--- config.mk ---
export PLATFORM = sky130hd
export DESIGN_NAME = serial_subtractor_ctrl_flat
export DESIGN_NICKNAME = d
export VERILOG_FILES = /design/src/rtl/serial_subtractor_ctrl_if.sv /design/src/rtl/serial_subtractor_ctrl.sv /design/src/flat_wrapper.sv
export SDC_FILE = /design/constraint.sdc
export NUM_CORES = 1
export LEC_CHECK = 0
export BUFFER_PORTS_ARGS = -buffer_cell sky130_fd_sc_hd__buf_2
export CAP_MARGIN = 20
export CORE_UTILIZATION = 41
export DETAILED_ROUTE_END_ITERATION = 10
export PLACE_DENSITY = 0.7
export SLEW_MARGIN = 0
export SYNTH_ARGS = -nofsm -noshare
export SYNTH_HDL_FRONTEND = slang
export SYNTH_SLANG_ARGS = --single-unit
export TNS_END_PERCENT = 100
--- constraint.sdc ---
create_clock -name clk -period 1.8 [get_ports clk]
set_clock_uncertainty 0.2 [all_clocks]
set_input_delay 0.27 -clock clk [delete_from_list [all_inputs] [get_ports clk]]
set_output_delay 0.27 -clock clk [all_outputs]
set_load 0.005 [all_outputs]
--- src/rtl/serial_subtractor_ctrl_if.sv ---
// serial_subtractor_ctrl_if: start/done handshake and operand/result bus for the serial subtractor
interface serial_subtractor_ctrl_if #(parameter int WIDTH = 8);
    logic             start;
    logic [WIDTH-1:0] a;
    logic [WIDTH-1:0] b;
    logic             busy;
    logic             done;
    logic [WIDTH-1:0] diff;
    logic             borrow_out;
    modport master (output start, a, b, input busy, done, diff, borrow_out);
    modport slave (input start, a, b, output busy, done, diff, borrow_out);
endinterface

--- src/rtl/serial_subtractor_ctrl.sv ---
// serial_subtractor_ctrl: computes a-b bit-serially, LSB first, with one 1-bit subtractor cell
module serial_subtractor_ctrl #(
    parameter int WIDTH = 8
) (
    input logic                  clk,
    input logic                  rst_n,
    serial_subtractor_ctrl_if.slave bus
);
    localparam int CW = $clog2(WIDTH);
    localparam logic [CW-1:0] LAST = CW'(WIDTH - 1);
    typedef enum logic [1:0] {IDLE, RUN, DONE} state_t;
    state_t           state, state_n;
    logic [WIDTH-1:0] a_sr, b_sr, diff_q, res_n;
    logic [WIDTH-2:0] res;
    logic [CW-1:0]    count;
    logic             bor, borrow_q, d, bor_next;
    always_comb begin
        d        = a_sr[0] ^ b_sr[0] ^ bor;
        bor_next = (~a_sr[0] & b_sr[0]) | (~(a_sr[0] ^ b_sr[0]) & bor);
        res_n    = {d, res};
        state_n  = state == IDLE ? (bus.start ? RUN : IDLE) :
                   state == RUN  ? (count == LAST ? DONE : RUN) : IDLE;
    end
    // res keeps only the upper WIDTH-1 result bits; res_n is the full result after this step
    always_ff @(posedge clk or negedge rst_n) begin
        if (!rst_n) begin
            state    <= IDLE;
            a_sr     <= '0;
            b_sr     <= '0;
            res      <= '0;
            bor      <= 1'b0;
            count    <= '0;
            diff_q   <= '0;
            borrow_q <= 1'b0;
        end else begin
            state <= state_n;
            if (state == IDLE && bus.start) begin
                a_sr  <= bus.a;
                b_sr  <= bus.b;
                bor   <= 1'b0;
                count <= '0;
            end else if (state == RUN) begin
                a_sr  <= a_sr >> 1;
                b_sr  <= b_sr >> 1;
                res   <= res_n[WIDTH-1:1];
                bor   <= bor_next;
                count <= count + 1'b1;
                if (count == LAST) begin
                    diff_q   <= res_n;
                    borrow_q <= bor_next;
                end
            end
        end
    end
    assign bus.busy       = state == RUN;
    assign bus.done       = state == DONE;
    assign bus.diff       = diff_q;
    assign bus.borrow_out = borrow_q;
endmodule

--- src/flat_wrapper.sv ---
// flat-port wrapper written by rule: the top's interface ports become plain ports
module serial_subtractor_ctrl_flat 
#(
    parameter int WIDTH = 8
)
  (clk, rst_n, bus_start, bus_a, bus_b, bus_busy, bus_done, bus_diff, bus_borrow_out);
  serial_subtractor_ctrl_if #(.WIDTH(WIDTH)) bus_i ();
  input logic clk;
  input logic rst_n;
  input wire logic [$bits(bus_i.start)-1:0] bus_start;
  input wire logic [$bits(bus_i.a)-1:0] bus_a;
  input wire logic [$bits(bus_i.b)-1:0] bus_b;
  output wire logic [$bits(bus_i.busy)-1:0] bus_busy;
  output wire logic [$bits(bus_i.done)-1:0] bus_done;
  output wire logic [$bits(bus_i.diff)-1:0] bus_diff;
  output wire logic [$bits(bus_i.borrow_out)-1:0] bus_borrow_out;
  assign bus_i.start = bus_start;
  assign bus_i.a = bus_a;
  assign bus_i.b = bus_b;
  assign bus_busy = bus_i.busy;
  assign bus_done = bus_i.done;
  assign bus_diff = bus_i.diff;
  assign bus_borrow_out = bus_i.borrow_out;
  serial_subtractor_ctrl #(.WIDTH(WIDTH)) u_core (.clk(clk), .rst_n(rst_n), .bus(bus_i));
endmodule
==> summary.md, run 1 <==
| Metric | Value |
|---|---|
| Antenna Cells | 0 |
| CTS sink cnt | 38 |
| Max Clock Freq | 586.1 MHz |
| Io pins | 30 |
| Max-slew headroom | 66.03% |
| Period utilization | 94.79% |
| Worst setup margin | 93.79 ps |
| FILL cells | 348 |
| R2r worst-path depth | 4 |
| CTS tree | yes |
| Total power | 3.571 mW |
| Gate Count Post-Synth | 156 |
| Crit-path max FO | 10 |
| CP top delay family | flip-flops |
| Post-route ant nets | 0 |
| Crit start category | register |
| # nets final | 214 |
| Status | complete, no violations |
| Routed WL per cell | 13.17 µm |
| Cells on Worst Hold Path | 3 |
| Non-Filler Instances | 241 |
| Hold endpoint | u_core.a_sr[0] |
| Initial Utilization | 44.27% |
| Peak VDD IR | 0.0007552 V |
| Post-DP Area | 1871 µm² |
| Worst r2r src | u_core.count[0] |
| CP endpoint kind | primary output |
| Area delta synth->final | 22.17% |
| CP required | 1330 ps |
| Routability cong. | 0.7157 |
| Mean Syn Cell Area | 10.78 µm² |
| Vias in the first global route | 1273 |
| Std-Cell Rows | 22 |
| Dpl ws | 134.8 ps |
| Flop2flop setup slack | 140 ps |
| Sequential fraction of the synthesis area | 56.55% |
| Buffers & Inverters on Critical Path | 2 |
| GRT overflow | 0 |
| Min-Delay Path Class | in -> reg |
| CORE AREA | 3799 µm² |
| Post-Syn Area | 1682 µm² |
| Via count | 1243 |
| Clk slew on worst S/H paths | 80 ps |
| First-pass GRT wire length | 5616 µm |
| Final setup fails | 0 |
| Pin count of the biggest net entering global routing | 39 |
| CTS Root Cell | clkbuf_8 |
| Fin util | 54.08% |
| Yosys warnings | 0 |
| Post-route DRC | 0 |
| Kind of critical path | reg -> out |
| Die X | 66.04 µm |
| H-tree levels | 2 |
| Unrepaired setup endpoints after global routing | no |
| Setup TNS Final | 0 ps |
| Initial antenna violation count | 0 |
| Final wirelength | 3173 µm |
| Initial DRC count | 63 |
| Total CTS buffers | 5 |
| Layout cell share with drive strength beyond 1 | 29.53% |
| Crit-path cells | or2b_1, inv_4, buf_2 |
| Total GRT Usage | 17.50% |
| Drt first pass iters | 4 |
| CTS Buffer Depth | 2 |
| Die H | 66.04 µm |
| Post-layout min period | 1706 ps |
| DP Wirelength | 2207 µm |
| Placed insts | 229 |
| CP arrival | 1240 ps |
| Max-Cap Viols | 0 |
| Cell variety after synth | 29 |
| Pleak | 1.007 nW |
| Hold Crit Start | bus_a[0] |
| Tightest Pin Transition | 508.5 ps |
| Cell Pwr Density | 1738 nW/µm² |
| Critical path's slowest cell | dfrtp_1 |
| Die ar. | 4361 µm² |
| Final Hold Fails | 0 |
| Worst reg2reg path endpoint | u_core.bus.diff[1] |
| Port buffer count | 29 |
| Hold slack | 70.73 ps |
| Cell area after layout | 2054 µm² |
| Async set or reset register ratio after synthesis | 100.0% |
| Final Max Tran Viols | 0 |
| Worst-skew pair later-pin latency | 290 ps |
| #FFs+latches synth | 38 |
| CP max stage delay | 410 ps |
| Drt via density | 5.158 |
| Post-Syn Nets | 178 |
| Primary FF master, synth | dfrtp_1 |
| Post-synth EDFFs | 0 |
==> registers in the layout, indices dropped and copies added, names as in the netlist <==
signal and cells:
u_core.res 7, u_core.b_sr 8, u_core.count 3, u_core.a_sr 8, u_core.bor 1, u_core.bus.diff 8, u_core.bus.borrow_out 1, u_core.state 2
==> Yosys cell counts, drive strengths merged, types with 2 or more instances <==
master / instances / area, µm²
nor3: 26 / 135.1
inv: 4 / 15.01
clkbuf: 4 / 16.26
a22o: 4 / 35.03
dfrtp: 38 / 950.9
nor2b: 2 / 12.51
nor2: 13 / 48.80
ha: 2 / 25.02
nand2: 23 / 86.33
o21ai: 2 / 10.01
mux2: 8 / 90.09
nor3b: 13 / 97.59
buf: 6 / 45.04
==> placed cells by master (no fill, tap or decap), drive strengths merged, types with 2 or more instances in the layout <==
| master | n |
|---|---|
| dlygate4sd3 | 3 |
| nor2 | 13 |
| buf | 36 |
| a22o | 4 |
| nor3 | 26 |
| nor2b | 2 |
| nand2 | 23 |
| inv | 4 |
| nor3b | 13 |
| dfrtp | 38 |
| ha | 2 |
| mux2 | 8 |
| o21ai | 2 |
| clkbuf | 6 |
| bufinv | 2 |
==> cell families (layout without fill, tap and decap cells) <==
group                    count (synthesis)  count (layout)  synth area share [%]
AO/OA/AOI/OAI                           12              12                 5.730
adder cells (fa/ha/maj)                  3               3                 2.678
buffers and inverters                   14              51                 4.538
flip-flops                              38              38                 56.55
multiplexers                             8               8                 5.357
AND/OR/NAND/NOR                         81              81                 25.15
==> repair_timing <==
action                                  in CTS  in global routing
endpoints found under the setup margin       1                  1
buffers inserted                             1                  0
gates cloned                                 0                  0
gates resized for setup                      1                  1
hold buffers                                 2                  1
endpoints found under the hold margin       39                  1
==> layer usage <==
layer | wire length [µm] | GRT usage (%)
met5 | 0 | 0
met1 | 1379 | 19.27
met2 | 1601 | 29.85
met4 | 57 | 8.511
met3 | 135 | 6.034
==> worst max path at each step <==
stage	start	to	slack (ps)	cells past startpoint
2_1_floorplan	u_core.count[0]	u_core.bus.diff[1]	100	5
6_report	u_core.state[1]	bus_busy	90	3
5_1_grt	u_core.state[1]	bus_busy	40	3
4_1_cts	u_core.state[1]	bus_busy	50	3
3_5_place_dp	u_core.count[0]	u_core.bus.diff[1]	130	4
3_3_place_gp	u_core.count[0]	u_core.bus.diff[1]	180	4
==> worst reg2reg max path: cells and delay by family, from the launching register on <==
kind	cells	cell delay, ps
mux	1	360
flops	1	400
fa+ha+maj	2	420
simple gates	1	170
==> area by class of cell <==
cell class                 count  area (µm²)  area share, %
clock buffer                   6       82.58          4.019
clock inverter                 2       60.06          2.923
inverter                       4       17.52         0.8526
multi-input combinational    104       654.4          31.85
sequential                    38       952.2          46.35
tap                           48       60.06          2.923
timing repair buffer          39       227.7          11.08
==> power by group <==
group | internal [mW] | switching (mW)
clock | 0.591 | 0.297
combinational | 0.594 | 0.623
sequential | 1.25 | 0.216
total | 2.43 | 1.14
Note: power is estimated with default switching activity, not from simulation.
==> inputs of run 2 (changes only) <==
Settings changed: PLACE_DENSITY 0.7 to 0.71, SKIP_CTS_REPAIR_TIMING set to 1.
==> summary.md, run 2 (same netlist as run 1, synthesis figures left out) <==
| Metric | Value |
|---|---|
| Most common cell after layout, fill and taps aside | dfrtp_1 |
| Pleak | 1.008 nW |
| Unrepaired setup endpoints after global routing | no |
| Worst setup margin | 63.23 ps |
| Initial Utilization | 44.27% |
| Final Hold Fails | 0 |
| CP required | 1330 ps |
| CP endpoint kind | primary output |
| CTS Buffer Depth | 2 |
| Drt via density | 5.167 |
| # nets final | 218 |
| Max-Cap Viols | 0 |
| Crit start category | register |
| First-pass GRT wire length | 5451 µm |
| Setup TNS Final | 0 ps |
| DP Wirelength | 2391 µm |
| Final Max Tran Viols | 0 |
| CTS Root Cell | clkbuf_8 |
| Die H | 66.04 µm |
| Die X | 66.04 µm |
| Hold slack | 7.399 ps |
| Post-route DRC | 0 |
| Buffers & Inverters on Critical Path | 2 |
| GRT overflow | 0 |
| Min-Delay Path Class | in -> reg |
| Pin count of the biggest net entering global routing | 21 |
| Drt first pass iters | 4 |
| CORE AREA | 3799 µm² |
| Status | complete, no violations |
| Final wirelength | 3264 µm |
| Worst-skew pair later-pin latency | 290 ps |
| Io pins | 30 |
| Routed WL per cell | 13.32 µm |
| Max-slew headroom | 68.29% |
| Period utilization | 96.49% |
| Clk slew on worst S/H paths | 70 ps |
| CTS tree | yes |
| Area delta synth->final | 21.28% |
| Met2 Use GR | 27.42% |
| CP arrival | 1270 ps |
| Crit-path max FO | 9 |
| Post-layout min period | 1737 ps |
| Max Clock Freq | 575.8 MHz |
| Port buffer count | 29 |
| Busiest grt layer | met2 |
| Total GRT Usage | 17.30% |
| Commonest cells after routing, fill and taps aside | 36 x dfrtp_1, 29 x buf_2, 25 x nor3_1 |
| Initial DRC count | 82 |
| Tightest Pin Transition | 475.7 ps |
| CTS sink cnt | 38 |
| Total CTS buffers | 5 |
| Critical path's slowest cell | dfrtp_2 |
| Via count | 1266 |
| Kind of critical path | reg -> out |
| Peak VDD IR | 0.0007069 V |
| Post-route ant nets | 0 |
| Vias in the first global route | 1219 |
| Cell Pwr Density | 1635 nW/µm² |
| H-tree levels | 2 |
| Dpl ws | 130.8 ps |
| Die ar. | 4361 µm² |
| GRT met1 Usage | 22.01% |
| Antenna Cells | 0 |
| Initial antenna violation count | 0 |
| Std-Cell Rows | 22 |
| CP top delay family | flip-flops |
| Final setup fails | 0 |
| CP max stage delay | 470 ps |
| Crit-path cells | or2b_1, inv_2, buf_2 |
| Routability cong. | 0.8594 |
| Met3 usage | 4.310% |
| Layout cell share with drive strength beyond 1 | 31.98% |
run 2: area by class of cell:
type	instances	area, µm²
Multi-Input combinational cell	104	654.4
Fill cell	345	1759
Clock inverter	1	5.005
Clock buffer	7	86.33
Tap cell	48	60.06
Inverter	4	15.01
Sequential cell	38	953.4
Timing Repair Buffer	43	265.3
run 2: metal layers:
metal	wire length [µm]	share of wire [%]
met5	0	0
met4	62	1.9
met3	177	5.4
met2	1485	45
met1	1539	47
run 2: stage by stage:
step / cell area (µm²) / cells / power [mW] / util [%]
final: 2039 / 245 / 3.334 / 53.69
after detailed placement: 1906 / 232 / 2.734 / 50.16
after global routing: 2039 / 245 / 3.613 / 53.69
after floorplan: 1682 / 156 / 2.331 / -
after global placement: 1906 / 232 / 2.656 / 50.16
after CTS: 1997 / 240 / 3.333 / 52.57
run 2: power by group:
part	total [mW]	internal (mW)	switching, mW
registers	1.48	1.25	0.229
logic	1.26	0.637	0.619
clock network	0.599	0.309	0.290
run 2: final timing paths:
kind | end | from | cells after the start | slack (ps)
max in group asynchronous | u_core.state[1] | rst_n | 3 | 660
min | u_core.a_sr[7] | bus_a[7] | 2 | 7
min in group asynchronous | u_core.res[5] | rst_n | 2 | 270
max | bus_busy | u_core.state[1] | 3 | 60
max reg2reg | u_core.bus.diff[0] | u_core.count[0] | 4 | 140
min reg2reg | u_core.res[5] | u_core.res[6] | 2 | 290
==> inputs of run 3 (changes only) <==
Settings changed: ABC_AREA set to 1.
==> summary.md, run 3 <==
| Metric | Value |
|---|---|
| Pleak | 1.039 nW |
| # nets final | 243 |
| Port buffer count | 29 |
| Area delta synth->final | 20.46% |
| Sw Pwr | 1.236 mW |
| Most frequent cell after synthesis | nand2_1 |
| CTS Buffer Depth | 2 |
| Tightest Pin Transition | 460.2 ps |
| Max-Cap Viols | 0 |
| Cell Pwr Density | 1636 nW/µm² |
| Largest area contributor in the netlist | dfrtp_1 |
| #FFs+latches synth | 38 |
| CTS Root Cell | clkbuf_8 |
| Antenna Cells | 0 |
| Kind of critical path | reg -> out |
| Sequential share of power | 44.7% |
| Critical path's slowest cell | dfrtp_1 |
| Drt via density | 4.896 |
| Routability cong. | 0.7293 |
| Worst-skew pair later-pin latency | 290 ps |
| Crit start category | register |
| GRT overflow | 0 |
| Layout cell share with drive strength beyond 1 | 21.72% |
| Std-Cell Rows | 22 |
| Final Hold Fails | 0 |
| Status | complete, no violations |
| Routed WL per cell | 12.29 µm |
| Mean Syn Cell Area | 8.937 µm² |
| Primary FF master, synth | dfrtp_1 |
| Fin util | 52.34% |
| Crit-path max FO | 10 |
| Synth top area cells | dfrtp_1 58%, nand3_1 15%, nand2_1 14% |
| Post-synth EDFFs | 0 |
| Setup TNS Final | 0 ps |
| Io pins | 30 |
| H-tree levels | 2 |
| Yosys warnings | 0 |
| Initial antenna violation count | 0 |
| CP max stage delay | 450 ps |
| Post-layout min period | 1690 ps |
| Dpl ws | 216.9 ps |
| Initial DRC count | 53 |
| Total GRT Usage | 18.17% |
| P_int | 1.970 mW |
| Total CTS buffers | 5 |
| Post-synth top cells | 60 x nand2_1, 48 x nand3_1, 38 x dfrtp_1, 9 x inv_1, 8 x o21ai_0 |
| Worst setup margin | 110.4 ps |
| Sequential fraction of the synthesis area | 58.46% |
| Logic pwr share | 38.1% |
| CORE AREA | 3744 µm² |
| Post-Syn Area | 1627 µm² |
| Final Max Tran Viols | 0 |
| Async set or reset register ratio after synthesis | 100.0% |
| Max Clock Freq | 591.9 MHz |
| CTS sink cnt | 38 |
| DP Wirelength | 2248 µm |
| Die ar. | 4223 µm² |
| Total power | 3.206 mW |
| Post-synth top area share | 58.46% |
| Die X | 64.99 µm |
| Switching share of power | 38.56% |
| Peak VDD IR | 0.0006453 V |
| First-pass GRT wire length | 5699 µm |
| Max-slew headroom | 69.32% |
| Cell variety after synth | 15 |
| Initial Utilization | 43.45% |
| Drt first pass iters | 4 |
| Crit-path cells | inv_1, nor2_4, buf_2 |
| CP required | 1330 ps |
| Post-route DRC | 0 |
| Post-Syn Nets | 204 |
| CP arrival | 1220 ps |
| Pin count of the biggest net entering global routing | 39 |
| Final setup fails | 0 |
| Gate Count Post-Synth | 182 |
| Via count | 1317 |
| Unrepaired setup endpoints after global routing | no |
| CTS tree | yes |
| Hold slack | 22.32 ps |
| Commonest cells after routing, fill and taps aside | 60 x nand2_1, 48 x nand3_1, 38 x dfrtp_1 |
| Min-Delay Path Class | in -> reg |
| Period utilization | 93.87% |
| Post-route ant nets | 0 |
| Clock power share | 17.2% |
| Vias in the first global route | 1248 |
| CP endpoint kind | primary output |
| Final wirelength | 3307 µm |
| Most common cell after layout, fill and taps aside | nand2_1 |
| Die H | 64.99 µm |
| Clk slew on worst S/H paths | 70 ps |
==> run 3: cell types whose count changed after synthesis, sizes merged, moves of 4 or more <==
cell / delta
inv: +5
a22o: -4
nor3: -26
nor2: -8
nor3b: -13
mux2: -8
o21ai: +6
nand2: +38
nand3: +48
==> run 3: power groups by stage <==
stage / logic (mW) / clock network (mW) / registers, mW
2_1_floorplan: 0.844 / 0 / 1.41
3_3_place_gp: 1.18 / 0 / 1.43
3_5_place_dp: 1.22 / 0 / 1.44
4_1_cts: 1.23 / 0.560 / 1.43
5_1_grt: 1.42 / 0.603 / 1.48
6_report: 1.22 / 0.550 / 1.43
==> run 3: critical path, delay by kind of cell, from the launching register on <==
family	cells	cell delay [ps]
and+or+nand+nor	1	210
DFF	1	450
buffers and inverters	2	260
==> run 3: cell type report <==
cell class | instances | area, µm²
clock buffer | 5 | 68.82
multi-input combinational | 126 | 593.1
clock inverter | 2 | 10.01
fill | 370 | 1784
sequential | 38 | 950.9
inverter | 9 | 33.78
tap | 48 | 60.06
timing repair buffer | 41 | 242.7
==> run 3: worst paths after layout <==
kind                            startpoint                  to  slack, ps  cells past startpoint
hold reg to reg              u_core.res[5]  u_core.bus.diff[5]        270                      2
setup reg to reg           u_core.count[0]  u_core.bus.diff[7]        180                      6
hold / removal                    bus_b[1]      u_core.b_sr[1]         20                      3
setup / recovery           u_core.state[0]            bus_busy        110                      3
min in group asynchronous            rst_n  u_core.bus.diff[5]        350                      3
max in group asynchronous            rst_n  u_core.bus.diff[7]        730                      3
==> run 3: cells by family after synthesis <==
kind of cell,synth area share [%]
simple gates,30.77
flops,58.46
buf+inv,5.076
compound gates,2.923
fa+ha+maj,2.769
==> run 3: per-layer routing <==
layer,global-route usage (%),vias to the layer above,share of wire [%]
li1,-,669,-
met1,24.00,613,49
met2,26.82,29,45
met3,7.218,6,5.3
met4,6.389,0,0.85
met5,0,-,0
==> run 3: through the flow <==
step           cell area [µm²]  instances
3_3_place_gp              1851        259
6_report                  1959        269
2_1_floorplan             1627        182
3_5_place_dp              1851        259
4_1_cts                   1929        266
5_1_grt                   1959        269
